## config.mk

```make
export PLATFORM = sky130hd
export DESIGN_NAME = hog_seq_ctrl
export DESIGN_NICKNAME = d
export VERILOG_FILES = /design/src/rtl/hog_ctrl_pkg.sv /design/src/rtl/hog_axil_regs.sv /design/src/rtl/hog_seq_ctrl.sv
export SDC_FILE = /design/constraint.sdc
export NUM_CORES = 1
export LEC_CHECK = 0
export ABC_AREA = 1
export CORE_UTILIZATION = 50
export DETAILED_ROUTE_END_ITERATION = 6
export PLACE_DENSITY = 0.72
export SLEW_MARGIN = 20
export SYNTH_ARGS = -nofsm -noshare
export SYNTH_HDL_FRONTEND = slang
export SYNTH_SLANG_ARGS = --single-unit
```

## constraint.sdc

```tcl
create_clock -name clk -period 5.5 [get_ports clk]
set_clock_uncertainty 0.2 [all_clocks]
set_input_delay 0.825 -clock clk [delete_from_list [all_inputs] [get_ports clk]]
set_output_delay 0.825 -clock clk [all_outputs]
set_load 0.03 [all_outputs]
```

## src/rtl/hog_ctrl_pkg.sv

```systemverilog
// rtl/hog_ctrl_pkg.sv - shared register map, field layout and FSM states for the HOG sequencer
package hog_ctrl_pkg;

  localparam logic [3:0] REG_CTRL     = 4'h0;
  localparam logic [3:0] REG_STATUS   = 4'h4;
  localparam logic [3:0] REG_CFG      = 4'h8;
  localparam logic [3:0] REG_PROGRESS = 4'hC;

  localparam int CTRL_START_BIT  = 0;
  localparam int CTRL_IRQ_EN_BIT = 2;
  localparam int STAT_BUSY_BIT   = 0;
  localparam int STAT_DONE_BIT   = 1;
  localparam int STAT_ERR_BIT    = 2;

  // CFG word layout: PAIRS in [31:16], BEATS in [15:0]
  typedef struct packed {
    logic [15:0] pairs;
    logic [15:0] beats;
  } hog_cfg_t;

  typedef enum logic [1:0] {
    ST_IDLE,
    ST_ARM,
    ST_RUN,
    ST_FIN
  } seq_state_t;

endpackage

```

## src/rtl/hog_axil_regs.sv

```systemverilog
// rtl/hog_axil_regs.sv - AXI4-Lite slave and register file for the HOG sequencer
module hog_axil_regs
  import hog_ctrl_pkg::*;
#(
  parameter int C_S_AXI_GP_DATA_WIDTH = 32,
  parameter int C_S_AXI_GP_ADDR_WIDTH = 4
) (
  input  logic                                 clk,
  input  logic                                 rst,
  input  logic [C_S_AXI_GP_ADDR_WIDTH-1:0]     s_axi_awaddr,
  input  logic [2:0]                           s_axi_awprot,
  input  logic                                 s_axi_awvalid,
  output logic                                 s_axi_awready,
  input  logic [C_S_AXI_GP_DATA_WIDTH-1:0]     s_axi_wdata,
  input  logic [C_S_AXI_GP_DATA_WIDTH/8-1:0]   s_axi_wstrb,
  input  logic                                 s_axi_wvalid,
  output logic                                 s_axi_wready,
  output logic [1:0]                           s_axi_bresp,
  output logic                                 s_axi_bvalid,
  input  logic                                 s_axi_bready,
  input  logic [C_S_AXI_GP_ADDR_WIDTH-1:0]     s_axi_araddr,
  input  logic [2:0]                           s_axi_arprot,
  input  logic                                 s_axi_arvalid,
  output logic                                 s_axi_arready,
  output logic [C_S_AXI_GP_DATA_WIDTH-1:0]     s_axi_rdata,
  output logic [1:0]                           s_axi_rresp,
  output logic                                 s_axi_rvalid,
  input  logic                                 s_axi_rready,
  output logic                                 start,
  output hog_cfg_t                             cfg,
  output logic                                 irq_en,
  input  logic                                 busy,
  input  logic                                 set_done,
  input  logic                                 set_err,
  input  logic [15:0]                          progress
);

  logic       aw_w_ready;
  logic       done_q;
  logic       err_q;
  logic       wr_fire;
  logic       rd_fire;
  logic [3:0] wr_off;
  logic [3:0] rd_off;
  logic [C_S_AXI_GP_DATA_WIDTH-1:0] rd_mux;
  logic       unused_bits;

  assign wr_off  = {s_axi_awaddr[3:2], 2'b00};
  assign rd_off  = {s_axi_araddr[3:2], 2'b00};
  assign wr_fire = aw_w_ready && s_axi_awvalid && s_axi_wvalid;
  assign rd_fire = s_axi_arready && s_axi_arvalid;

  assign s_axi_awready = aw_w_ready;
  assign s_axi_wready  = aw_w_ready;
  assign s_axi_bresp   = 2'b00;
  assign s_axi_rresp   = 2'b00;

  // Combinational so the FSM can leave IDLE on the handshake edge itself
  assign start = wr_fire && (wr_off == REG_CTRL) && s_axi_wdata[CTRL_START_BIT];

  assign unused_bits = ^{s_axi_awprot, s_axi_arprot, s_axi_wstrb,
                         s_axi_awaddr[1:0], s_axi_araddr[1:0]};

  always_comb begin
    rd_mux = '0;
    case (rd_off)
      REG_CTRL:     rd_mux[CTRL_IRQ_EN_BIT] = irq_en;
      REG_STATUS: begin
        rd_mux[STAT_BUSY_BIT] = busy;
        rd_mux[STAT_DONE_BIT] = done_q;
        rd_mux[STAT_ERR_BIT]  = err_q;
      end
      REG_CFG:      rd_mux = cfg;
      REG_PROGRESS: rd_mux[15:0] = progress;
      default:      rd_mux = '0;
    endcase
  end

  always_ff @(posedge clk or posedge rst) begin
    if (rst) begin
      aw_w_ready    <= 1'b0;
      s_axi_bvalid  <= 1'b0;
      s_axi_arready <= 1'b0;
      s_axi_rvalid  <= 1'b0;
      s_axi_rdata   <= '0;
      cfg           <= '0;
      irq_en        <= 1'b0;
      done_q        <= 1'b0;
      err_q         <= 1'b0;
    end else begin
      aw_w_ready    <= s_axi_awvalid && s_axi_wvalid && !s_axi_bvalid && !aw_w_ready;
      s_axi_arready <= s_axi_arvalid && !s_axi_rvalid && !s_axi_arready;

      if (wr_fire)
        s_axi_bvalid <= 1'b1;
      else if (s_axi_bready)
        s_axi_bvalid <= 1'b0;

      if (rd_fire) begin
        s_axi_rvalid <= 1'b1;
        s_axi_rdata  <= rd_mux;
      end else if (s_axi_rready) begin
        s_axi_rvalid <= 1'b0;
      end

      if (wr_fire && wr_off == REG_CTRL)
        irq_en <= s_axi_wdata[CTRL_IRQ_EN_BIT];
      if (wr_fire && wr_off == REG_CFG && !busy)
        cfg <= hog_cfg_t'(s_axi_wdata);

      // Hardware set wins over a simultaneous software clear
      if (set_done)
        done_q <= 1'b1;
      else if (wr_fire && wr_off == REG_STATUS && s_axi_wdata[STAT_DONE_BIT])
        done_q <= 1'b0;
      if (set_err)
        err_q <= 1'b1;
      else if (wr_fire && wr_off == REG_STATUS && s_axi_wdata[STAT_ERR_BIT])
        err_q <= 1'b0;
    end
  end

endmodule

```

## src/rtl/hog_seq_ctrl.sv

```systemverilog
// rtl/hog_seq_ctrl.sv - row-pair frame sequencer: input gating, output TLAST and completion irq
module hog_seq_ctrl
  import hog_ctrl_pkg::*;
#(
  parameter int C_S_AXI_GP_DATA_WIDTH = 32,
  parameter int C_S_AXI_GP_ADDR_WIDTH = 4,
  parameter int CNT_W                 = 16
) (
  input  logic                                 clk,
  input  logic                                 rst,
  input  logic [C_S_AXI_GP_ADDR_WIDTH-1:0]     s_axi_awaddr,
  input  logic [2:0]                           s_axi_awprot,
  input  logic                                 s_axi_awvalid,
  output logic                                 s_axi_awready,
  input  logic [C_S_AXI_GP_DATA_WIDTH-1:0]     s_axi_wdata,
  input  logic [C_S_AXI_GP_DATA_WIDTH/8-1:0]   s_axi_wstrb,
  input  logic                                 s_axi_wvalid,
  output logic                                 s_axi_wready,
  output logic [1:0]                           s_axi_bresp,
  output logic                                 s_axi_bvalid,
  input  logic                                 s_axi_bready,
  input  logic [C_S_AXI_GP_ADDR_WIDTH-1:0]     s_axi_araddr,
  input  logic [2:0]                           s_axi_arprot,
  input  logic                                 s_axi_arvalid,
  output logic                                 s_axi_arready,
  output logic [C_S_AXI_GP_DATA_WIDTH-1:0]     s_axi_rdata,
  output logic [1:0]                           s_axi_rresp,
  output logic                                 s_axi_rvalid,
  input  logic                                 s_axi_rready,
  input  logic                                 s_hs0,
  input  logic                                 s_hs1,
  input  logic                                 m_hs0,
  input  logic                                 m_hs1,
  output logic                                 in_en0,
  output logic                                 in_en1,
  output logic                                 m_tlast0,
  output logic                                 m_tlast1,
  output logic                                 core_start,
  output logic                                 irq
);

  seq_state_t state, state_nxt;
  hog_cfg_t   cfg;
  logic       start, irq_en, set_done, set_err, busy, run, cfg_ok, pair_done;
  logic       in_inc0, in_inc1, out_inc0, out_inc1, ovr0, ovr1;
  logic [CNT_W-1:0] beats, pairs, prog_nxt;
  logic [CNT_W-1:0] in_cnt0, in_cnt1, out_cnt0, out_cnt1, progress;
  logic [CNT_W-1:0] out_nxt0, out_nxt1;
  logic [15:0]      progress16;

  hog_axil_regs #(
    .C_S_AXI_GP_DATA_WIDTH(C_S_AXI_GP_DATA_WIDTH),
    .C_S_AXI_GP_ADDR_WIDTH(C_S_AXI_GP_ADDR_WIDTH)
  ) u_regs (
    .clk(clk), .rst(rst),
    .s_axi_awaddr(s_axi_awaddr), .s_axi_awprot(s_axi_awprot),
    .s_axi_awvalid(s_axi_awvalid), .s_axi_awready(s_axi_awready),
    .s_axi_wdata(s_axi_wdata), .s_axi_wstrb(s_axi_wstrb),
    .s_axi_wvalid(s_axi_wvalid), .s_axi_wready(s_axi_wready),
    .s_axi_bresp(s_axi_bresp), .s_axi_bvalid(s_axi_bvalid), .s_axi_bready(s_axi_bready),
    .s_axi_araddr(s_axi_araddr), .s_axi_arprot(s_axi_arprot),
    .s_axi_arvalid(s_axi_arvalid), .s_axi_arready(s_axi_arready),
    .s_axi_rdata(s_axi_rdata), .s_axi_rresp(s_axi_rresp),
    .s_axi_rvalid(s_axi_rvalid), .s_axi_rready(s_axi_rready),
    .start(start), .cfg(cfg), .irq_en(irq_en),
    .busy(busy), .set_done(set_done), .set_err(set_err), .progress(progress16)
  );

  assign beats      = CNT_W'(cfg.beats);
  assign pairs      = CNT_W'(cfg.pairs);
  assign progress16 = 16'(progress);
  assign cfg_ok     = (beats != '0) && (pairs != '0);
  assign busy       = (state != ST_IDLE);
  assign run        = (state == ST_RUN);

  assign in_inc0  = run && s_hs0 && (in_cnt0 != beats);
  assign in_inc1  = run && s_hs1 && (in_cnt1 != beats);
  assign out_inc0 = run && m_hs0 && (out_cnt0 != beats);
  assign out_inc1 = run && m_hs1 && (out_cnt1 != beats);
  assign ovr0     = run && m_hs0 && (out_cnt0 == beats);
  assign ovr1     = run && m_hs1 && (out_cnt1 == beats);
  assign out_nxt0 = out_cnt0 + CNT_W'(out_inc0);
  assign out_nxt1 = out_cnt1 + CNT_W'(out_inc1);
  // Judged on post-increment counts so same-cycle final beats close the pair at once
  assign pair_done = run && (out_nxt0 == beats) && (out_nxt1 == beats);
  assign prog_nxt  = progress + 1'b1;

  assign in_en0   = run && (in_cnt0 != beats);
  assign in_en1   = run && (in_cnt1 != beats);
  assign m_tlast0 = run && (out_cnt0 == beats - 1'b1);
  assign m_tlast1 = run && (out_cnt1 == beats - 1'b1);

  always_ff @(posedge clk or posedge rst) begin
    if (rst) state <= ST_IDLE;
    else     state <= state_nxt;
  end

  always_comb begin
    state_nxt  = state;
    core_start = 1'b0;
    irq        = 1'b0;
    set_done   = 1'b0;
    set_err    = ovr0 || ovr1;
    case (state)
      ST_IDLE: begin
        if (start) begin
          if (cfg_ok) state_nxt = ST_ARM;
          else        set_err   = 1'b1;
        end
      end
      ST_ARM: begin
        core_start = 1'b1;
        state_nxt  = ST_RUN;
      end
      ST_RUN: begin
        if (pair_done && prog_nxt == pairs) state_nxt = ST_FIN;
      end
      ST_FIN: begin
        set_done  = 1'b1;
        irq       = irq_en;
        state_nxt = ST_IDLE;
      end
      default: state_nxt = ST_IDLE;
    endcase
  end

  always_ff @(posedge clk or posedge rst) begin
    if (rst) begin
      in_cnt0  <= '0;
      in_cnt1  <= '0;
      out_cnt0 <= '0;
      out_cnt1 <= '0;
      progress <= '0;
    end else if (state == ST_ARM) begin
      in_cnt0  <= '0;
      in_cnt1  <= '0;
      out_cnt0 <= '0;
      out_cnt1 <= '0;
      progress <= '0;
    end else if (pair_done) begin
      in_cnt0  <= '0;
      in_cnt1  <= '0;
      out_cnt0 <= '0;
      out_cnt1 <= '0;
      progress <= prog_nxt;
    end else begin
      in_cnt0  <= in_cnt0 + CNT_W'(in_inc0);
      in_cnt1  <= in_cnt1 + CNT_W'(in_inc1);
      out_cnt0 <= out_nxt0;
      out_cnt1 <= out_nxt1;
    end
  end

endmodule

```

# ---- After elaboration in Yosys (flattened, before gate mapping)
# Cells that the tools add are included.
dict set report op_classes {
  order_cmp 0
  n_mul 0
  add_sub_neg 6
  shifts 0
  muxes 32
  div 0
  eq_ne 22
  bitwise 0
  reduce_logical 51
}
# cell count
set ops {}
lappend ops {{$mux W16} 11}
lappend ops {{$eq A16 B16 Y1} 7}
lappend ops {{$add A16 B1 Y16} 4}
lappend ops {{$ne A16 B16 Y1} 4}
lappend ops {{$logic_and A1 B1 Y1} 33}
lappend ops {{$reduce_bool A16 Y1} 2}
lappend ops {{$pmux W13 S2} 1}
lappend ops {{$add A16 B1 Y16 const B} 1}
lappend ops {{$sub A16 B1 Y16 const B} 1}
lappend ops {{$mux W1} 14}
lappend ops {{$reduce_bool A2 Y1} 6}
lappend ops {{$eq A2 B2 Y1 const B} 5}
lappend ops {{$logic_not A4 Y1} 2}
lappend ops {{$pmux W2 S4} 1}
lappend ops {{$eq A2 B1 Y1 const B} 3}
lappend ops {{$mux W2} 3}
lappend ops {{$pmux W2 S3} 1}
lappend ops {{$logic_not A1 Y1} 5}
lappend ops {{$ne A2 B2 Y1 const B} 2}
lappend ops {{$pmux W1 S4} 1}
lappend ops {{$reduce_and A3 Y1} 1}
lappend ops {{$logic_not A2 Y1} 1}
lappend ops {{$ne A2 B1 Y1 const B} 1}
lappend ops {{$logic_or A1 B1 Y1} 1}
dict set report word_totals {
  mem_count 0
  latch_bits 0
  romBits 0
  out_inout_bits 47
  wordCells 127
  mem_bits_rw 0
  inputBits 61
  regBits 153
}

# ---- Longest topological paths before layout
# Gate-level depths: netlist (run 1).
dict set report logic_depth {
  word_depth 10
  mapped_depth 27
  depth_no_buf 26
}

# ---- Cells and area by module
# From an unflattened synthesis (run 1), not the netlist that was laid out.
dict set report hier_totals {
  hier_cells 1414
  hier_area_um2 10203.5
}
# mod cells_each area_each_um2 seq_area_each_um2 instances
set modules_own_cells {}
lappend modules_own_cells {hog_seq_ctrl 1094 7233.2 2052.0 1}
lappend modules_own_cells {hog_axil_regs 320 2970.3 1776.7 1}

# ---- Least setup slack after synthesis (run 1)
# Ideal clock, no wire load.
dict set report synth_timing {
  kind {flip-flop to output port}
  startpoint {reg u_regs.cfg[1] (netlist name)}
  endpoint {out m_tlast0}
  path_buffers 1
  slack_ps 1799
  path_stages_with_launch 13
  required_ps 4475
  t_arrival_ps 2676
  path_cell_list {dfrtp_1 > clkbuf_1 > inv_1 > ha_1 > nand2_1 > nor2_2 > nand4_1 > inv_1 > nand3_1 > nor2_1 > xor2_1 > nand4_1 > nor3_1}
}
dict set report synth_between {
  elab_chain_cells 3
}
# item line
set synth_lines {}
lappend synth_lines {{$sub A16 B1 Y16} hog_seq_ctrl.sv:90} ;# assign m_tlast0 = run && (out_cnt0 == beats - 1'b1);
lappend synth_lines {{$eq A16 B16 Y1} hog_seq_ctrl.sv:90}
lappend synth_lines {{$logic_and A1 B1 Y1} hog_seq_ctrl.sv:90}
lappend synth_lines {{end, declared} hog_seq_ctrl.sv:36} ;# output logic m_tlast0,
# No other way between the ends.

# ---- Final worst setup path (run 1)
dict set report layout_timing {
  startpoint {reg u_regs.cfg[0] (netlist name)}
  endpoint {out m_tlast0}
}
dict set report layout_between {
  elab_chain_cells 3
}
# item line
set layout_lines {}
lappend layout_lines {{$sub A16 B1 Y16} hog_seq_ctrl.sv:90}
lappend layout_lines {{$eq A16 B16 Y1} hog_seq_ctrl.sv:90}
lappend layout_lines {{$logic_and A1 B1 Y1} hog_seq_ctrl.sv:90}
# No other way between the ends.

==> reports/results.txt, run 1 <==
Layout fillers - 1702
CP Data Arrival Time - 3760 ps
Overall Global Routing Usage - 29.4%
Dominant cell by count in the synthesized netlist - nand2_1
Post-synth EDFFs - 0
Worst hold path type - reg2reg
Top cells by count, synth - 272 x nand2_1, 193 x nor2_1, 153 x dfrtp_1
Clk root buf - clkbuf_16
Total CTS buffers - 17
Hold buffer count at cts - 0
Row cnt - 50
Crit share post-route - 87.0%
WL per Instance - 17.2 um
Max Root-Sink Buffers - 2
Syn_area_per_cell - 7.48 um2
Core ar. - 18700 um2
Skew-Pair Late Insertion Delay - 440 ps
H-tree depth - 4
Crit path capture type - primary output
Internal - 2.45 mW
Synth async-reset ratio - 100%
Leak pwr - 4.93 nW
Clock Pin Slew Worst Setup and Hold Paths - 70 ps
Worst hold path endpoint - u_regs.s_axi_arready
I/O pin total - 108
Min Tclk post-route - 4780 ps
Dominant synthesized flop cell - dfrtp_1
Worst hold stages - 1
Mapped Cells - 1275
RSZ-0062 raised after global routing - false
Multi-input combinational cell area - 4930 um2
Sequential Power Share - 37.6%
Sw frac - 37.9%
Gates resized, CTS repair - 0
Slew margin rel. - 37.0%
FF+latch area - 3830 um2
Final WL - 27400 um
Total net switching power - 1.49 mW
Layout cells sized above 1 - 5.15%
Starting density of the core - 51.0%
Synth area leaders - dfrtp_1 40%, nand2_1 11%, nor2_1 7.6%, xor2_1 5.8%, nand3_1 5.7%
Vias in the first global route - 8374
PwrDens - 352 nW/um2
Critical path type - reg2out
Violation count after the first detailed-routing iteration - 984
Yosys reg bits - 153
HP Start - u_regs.s_axi_arready
Critical Path RT - 4470 ps
DRT antenna net count - 0
Worst-path fanout max - 10
DRC - 0
Area fraction of the dominant cell type after synthesis - 40.2%
Slew at the pin with the worst max-slew slack - 946 ps
Ant. Diodes - 0
RR Endpoint - progress[6]
CTS tree - done
Peak VDD IR - 0.000356 V
Total power - 3.94 mW
Final Setup Violations - 0
Clock Power Share - 32.0%
Combinational share of power - 30.4%
GR Overflow Total - 0
Worst reg2reg path depth - 21
Via-per-instance ratio - 5.54
RePlAce Congestion - 0.918
First-pass GRT wire length - 44300 um
Post-CTS Setup Inserts - 0
Final Max Slew Viols - 0
Distinct cells, synth - 40
Peak Freq - 209 MHz
Synth Warn # - 0
Area growth, synth to finish - 17.4%
Clk sink count - 153
Yosys top cell by area - dfrtp_1
Register area share after synthesis - 40.2%
Total die area - 19600 um2
Initial antenna violation count - 0
Pin count of the biggest net entering global routing - 102
IO buf count - 89
DR pass1 iterations - 6
Vias post-DR - 8835
Fin. Hold Viols - 0
Status - finished, final reports clean
Post-synthesis cell area - 9530 um2
RR Startpoint - u_regs.cfg[13]
Nets@finish - 1424
Die Wd - 140 um
FF-to-FF setup slack - 1030 ps
Startpoint Class - register
Setup tns final - 0 ps
Hpwl dp - 20300 um
Die height - 140 um
MaxCap Viol Count - 0
[layout by cell type (no fill, tap or decap), types with 31 or more instances in the layout]
cell and count:
nand2_1 272, nor2_1 193, dfrtp_1 153, inv_1 134, nand3_1 109, clkdlybuf4s50_1 89
xor2_1 63, xnor2_1 57, o21ai_0 44, a21oi_1 38, nand4_1 31
[worst max-delay path by stage]
stage | cells after the start | slack, ps | start | to
final | 12 | 720 | u_regs.cfg[0] | m_tlast0
after global routing | 12 | 420 | u_regs.cfg[0] | m_tlast0
after CTS | 12 | 740 | u_regs.cfg[0] | m_tlast0
after global placement | 12 | 1210 | u_regs.cfg[0] | m_tlast0
after detailed placement | 24 | 1140 | u_regs.cfg[13] | state[1]
after floorplan | 1 | 350 | rst | in_cnt0[0]
[cell families (layout without fill, tap and decap cells)]
kind of cell / count (synthesis) / in the layout / share of synthesized area [%]
and+or+nand+nor: 663 / 663 / 29.9
AOI/OAI and AO/OA: 129 / 129 / 8.15
xor gates and xnor gates: 120 / 120 / 11.0
adders and majority gates: 16 / 16 / 2.10
buffers and inverters: 190 / 272 / 8.28
muxes: 3 / 3 / 0.354
other: 1 / 4 / 0.0393
DFF: 153 / 153 / 40.2
[state kept, by name, summed over array words and instances, names as in the netlist]
register              flops
in_cnt0                  16
in_cnt1                  16
out_cnt0                 16
out_cnt1                 16
progress                 16
state                     2
u_regs.cfg               32
u_regs.done_q             1
u_regs.err_q              1
u_regs.irq_en             1
u_regs.s_axi_arready      1
u_regs.s_axi_awready      1
u_regs.s_axi_bvalid       1
u_regs.s_axi_rdata       32
u_regs.s_axi_rvalid       1
[critical path, stage by stage (launching register included)]
cell and delay [ps]:
dfrtp_1 480, clkinv_1 260, ha_1 270, nand2_1 160
nor2_2 250, nand4_1 210, inv_1 120, nand3_1 160
nor2_1 240, xor2_1 170, nand4_1 100, nor3_1 180
clkdlybuf4s50_1 700
[per-stage QoR]
| step | util, % | cells | hold slack [ps] | worst slack, ps | area [um2] |
|---|---|---|---|---|---|
| finish | 59.8 | 1594 | 260 | 715 | 11200 |
| global route | 59.8 | 1594 | 275 | 424 | 11200 |
| CTS | 59.8 | 1594 | 266 | 737 | 11200 |
| detailed placement | 56.5 | 1562 | 259 | 1140 | 10600 |
| global placement | 56.5 | 1562 | 234 | 1210 | 10600 |
| floorplan | - | 1278 | 254 | 354 | 9550 |
[layer usage]
layer,track usage (%),share of wire (%),vias up
li1,-,-,4265
met2,45.5,45,344
met5,0,0,-
met4,8.16,2.2,0
met1,41.8,46,4182
met3,5.91,6.5,44
[power by group through the flow]
stage               combinational [mW]  sequential (mW)  clock (mW)
detailed placement                1.19             1.49           0
finish                            1.20             1.48        1.26
CTS                               1.20             1.47        1.26
global route                      1.32             1.49        1.32
floorplan                        0.784             1.48           0
global placement                  1.18             1.49           0
[final cells by class]
type                            count  share of cell area, %
Inverter                          139                   4.71
Multi-Input combinational cell    935                   44.0
Sequential cell                   153                   34.2
Timing Repair Buffer              101                   8.88
Clock buffer                       21                   4.11
Tap cell                          234                   2.62
Clock inverter                     11                   1.43
Note: power is estimated with default switching activity, not from simulation.
==> run 2: changes to the inputs <==
- CORE_UTILIZATION: 50 -> 57
- PLACE_DENSITY: 0.72 -> 0.81
==> run 2 against run 1 <==
  * Total power up 1.4%
  * Largest cell class unchanged
  * Largest power group unchanged
  * Critical endpoint unchanged
  * Via count up 2.9%
  * Routed wire length decreased by 0.12%
  * Non-clock buffer count increased by 1
==> reports/results.txt, run 2 (synthesis gave the netlist of run 1 again) <==
Status - finished, final reports clean
IO buf count - 89 (unchanged)
Startpoint Class - register
Critical path type - reg2out
H-tree depth - 4 (unchanged)
RR Endpoint - state[1]
Overall Global Routing Usage - 32.8% (+3.5 points)
Clock Pin Slew Worst Setup and Hold Paths - 70 ps (about the same)
Slew at the pin with the worst max-slew slack - 992 ps (+46.6 ps)
Beginning of the critical path - u_regs.cfg[0]
Ant. Diodes - 0 (unchanged)
Initial antenna violation count - 0 (unchanged)
Area growth, synth to finish - 17.5%
Die Wd - 131 um (-6.2%)
Vias post-DR - 9091 (+2.9%)
Clk sink count - 153 (unchanged)
Vias in the first global route - 8626 (+3.0%)
Total CTS buffers - 17 (unchanged)
Core ar. - 16100 um2 (-14%)
Critical Path RT - 4470 ps (about the same)
Peak Freq - 202 MHz (-3.3%)
RSZ-0062 raised after global routing - false
RePlAce Congestion - 0.972 (+5.9%)
I/O pin total - 108 (unchanged)
Clk root buf - clkbuf_16
RR Startpoint - u_regs.cfg[13]
Row cnt - 46 (-8.0%)
Worst-path fanout max - 10 (unchanged)
Die height - 131 um (-6.2%)
Starting density of the core - 59.2% (+8.2 points)
Layout fillers - 1341 (-21%)
Setup tns final - 0 ps (unchanged)
Crit path capture type - primary output
Gates resized, CTS repair - 0 (unchanged)
Pin count of the biggest net entering global routing - 93 (-8.8%)
Final WL - 27400 um (-0.12%)
Peak VDD IR - 0.000305 V (-14%)
Most frequent cells in the layout - 272 x nand2_1, 193 x nor2_1, 153 x dfrtp_1
MaxCap Viol Count - 0 (unchanged)
Leak pwr - 4.96 nW (+0.49%)
Final Max Slew Viols - 0 (unchanged)
Total die area - 17200 um2 (-12%)
Min Tclk post-route - 4950 ps (+163 ps)
HP Start - u_regs.s_axi_arready
Worst reg2reg path depth - 23 (+9.5%)
Max Root-Sink Buffers - 2 (unchanged)
CTS tree - done
Worst hold stages - 1 (unchanged)
Commonest non-fill, non-tap cell in the layout - nand2_1
CP Data Arrival Time - 3920 ps (+160 ps)
Violation count after the first detailed-routing iteration - 839 (-15%)
DR pass1 iterations - 7 (+1)
Top flop regs - u_regs.cfg: 32 flops, u_regs.s_axi_rdata: 32 flops
Crit share post-route - 90.0% (+3.0 points)
DRC - 0 (unchanged)
DRT antenna net count - 0 (unchanged)
Hpwl dp - 19700 um (-2.8%)
Via-per-instance ratio - 5.76 (+4.0%)
FF-to-FF setup slack - 950 ps (-80 ps)
Hold buffer count at cts - 0 (unchanged)
Fin. Hold Viols - 0 (unchanged)
PwrDens - 357 nW/um2 (+1.2%)
Final Setup Violations - 0 (unchanged)
Worst hold path endpoint - u_regs.s_axi_arready
Total power - 4.00 mW (+1.4%)
Skew-Pair Late Insertion Delay - 440 ps (about the same)
Worst hold path type - reg2reg
Post-CTS Setup Inserts - 0 (unchanged)
GR Overflow Total - 0 (unchanged)
Slew margin rel. - 33.7% (-3.3 points)
Layout cells sized above 1 - 5.36% (+0.22 points)
WL per Instance - 17.4 um (+0.95%)
First-pass GRT wire length - 44300 um (about the same)
Nets@finish - 1425 (+0.070%)
run 2: worst max path at each step:
stage	endpoint	cells after the start	slack, ps
global route	m_tlast0	12	330
CTS	m_tlast0	12	580
detailed placement	in_cnt1[12]	18	1090
global placement	in_cnt1[15]	18	1110
floorplan	in_cnt0[0]	1	350
finish	m_tlast0	12	550
run 2: layout make-up:
cell class                 instances  area, um2  share of cell area, %
clock inverter                    15        228                   2.03
inverter                         139        527                   4.70
sequential                       153       3830                   34.2
tap                              216        270                   2.41
clock buffer                      17        425                   3.80
multi-input combinational        935       4930                   44.0
timing repair buffer             102       1000                   8.93
run 2: where the power goes:
part / total [mW] / internal, mW / switching, mW
Combinational: 1.22 / 0.436 / 0.780
Clock: 1.30 / 0.778 / 0.526
Sequential: 1.48 / 1.27 / 0.208
Total: 4.00 / 2.48 / 1.51
run 2: metal layers:
layer,up-vias,global-route usage (%),routed length (um)
li1,4269,-,-
met1,4252,44.9,11700
met2,483,49.6,12100
met3,87,7.18,2500
met4,0,16.0,1160
met5,-,0,0
run 2: critical path: stages, from the launching register on:
cell and delay, ps:
dfrtp_1 470, clkinv_1 260, ha_1 310, nand2_1 180
nor2_2 280, nand4_1 260, inv_1 160, nand3_1 160
nor2_1 220, xor2_1 170, nand4_1 120, nor3_1 190
clkdlybuf4s50_1 700
run 2: stage by stage:
| stage | area, um2 | hold slack, ps | instances | utilization, % | worst slack (ps) |
|---|---|---|---|---|---|
| finish | 11200 | 248 | 1577 | 69.5 | 552 |
| global route | 11200 | 295 | 1577 | 69.5 | 325 |
| CTS | 11200 | 256 | 1577 | 69.5 | 584 |
| detailed placement | 10600 | 247 | 1545 | 65.5 | 1090 |
| global placement | 10600 | 233 | 1545 | 65.5 | 1110 |
| floorplan | 9550 | 254 | 1278 | - | 354 |
==> run 3: changes to the inputs <==
- TNS_END_PERCENT: not set -> 100
==> results of run 3 <==
Same layout as run 2: the final DEF is identical, and so are final timing and power.
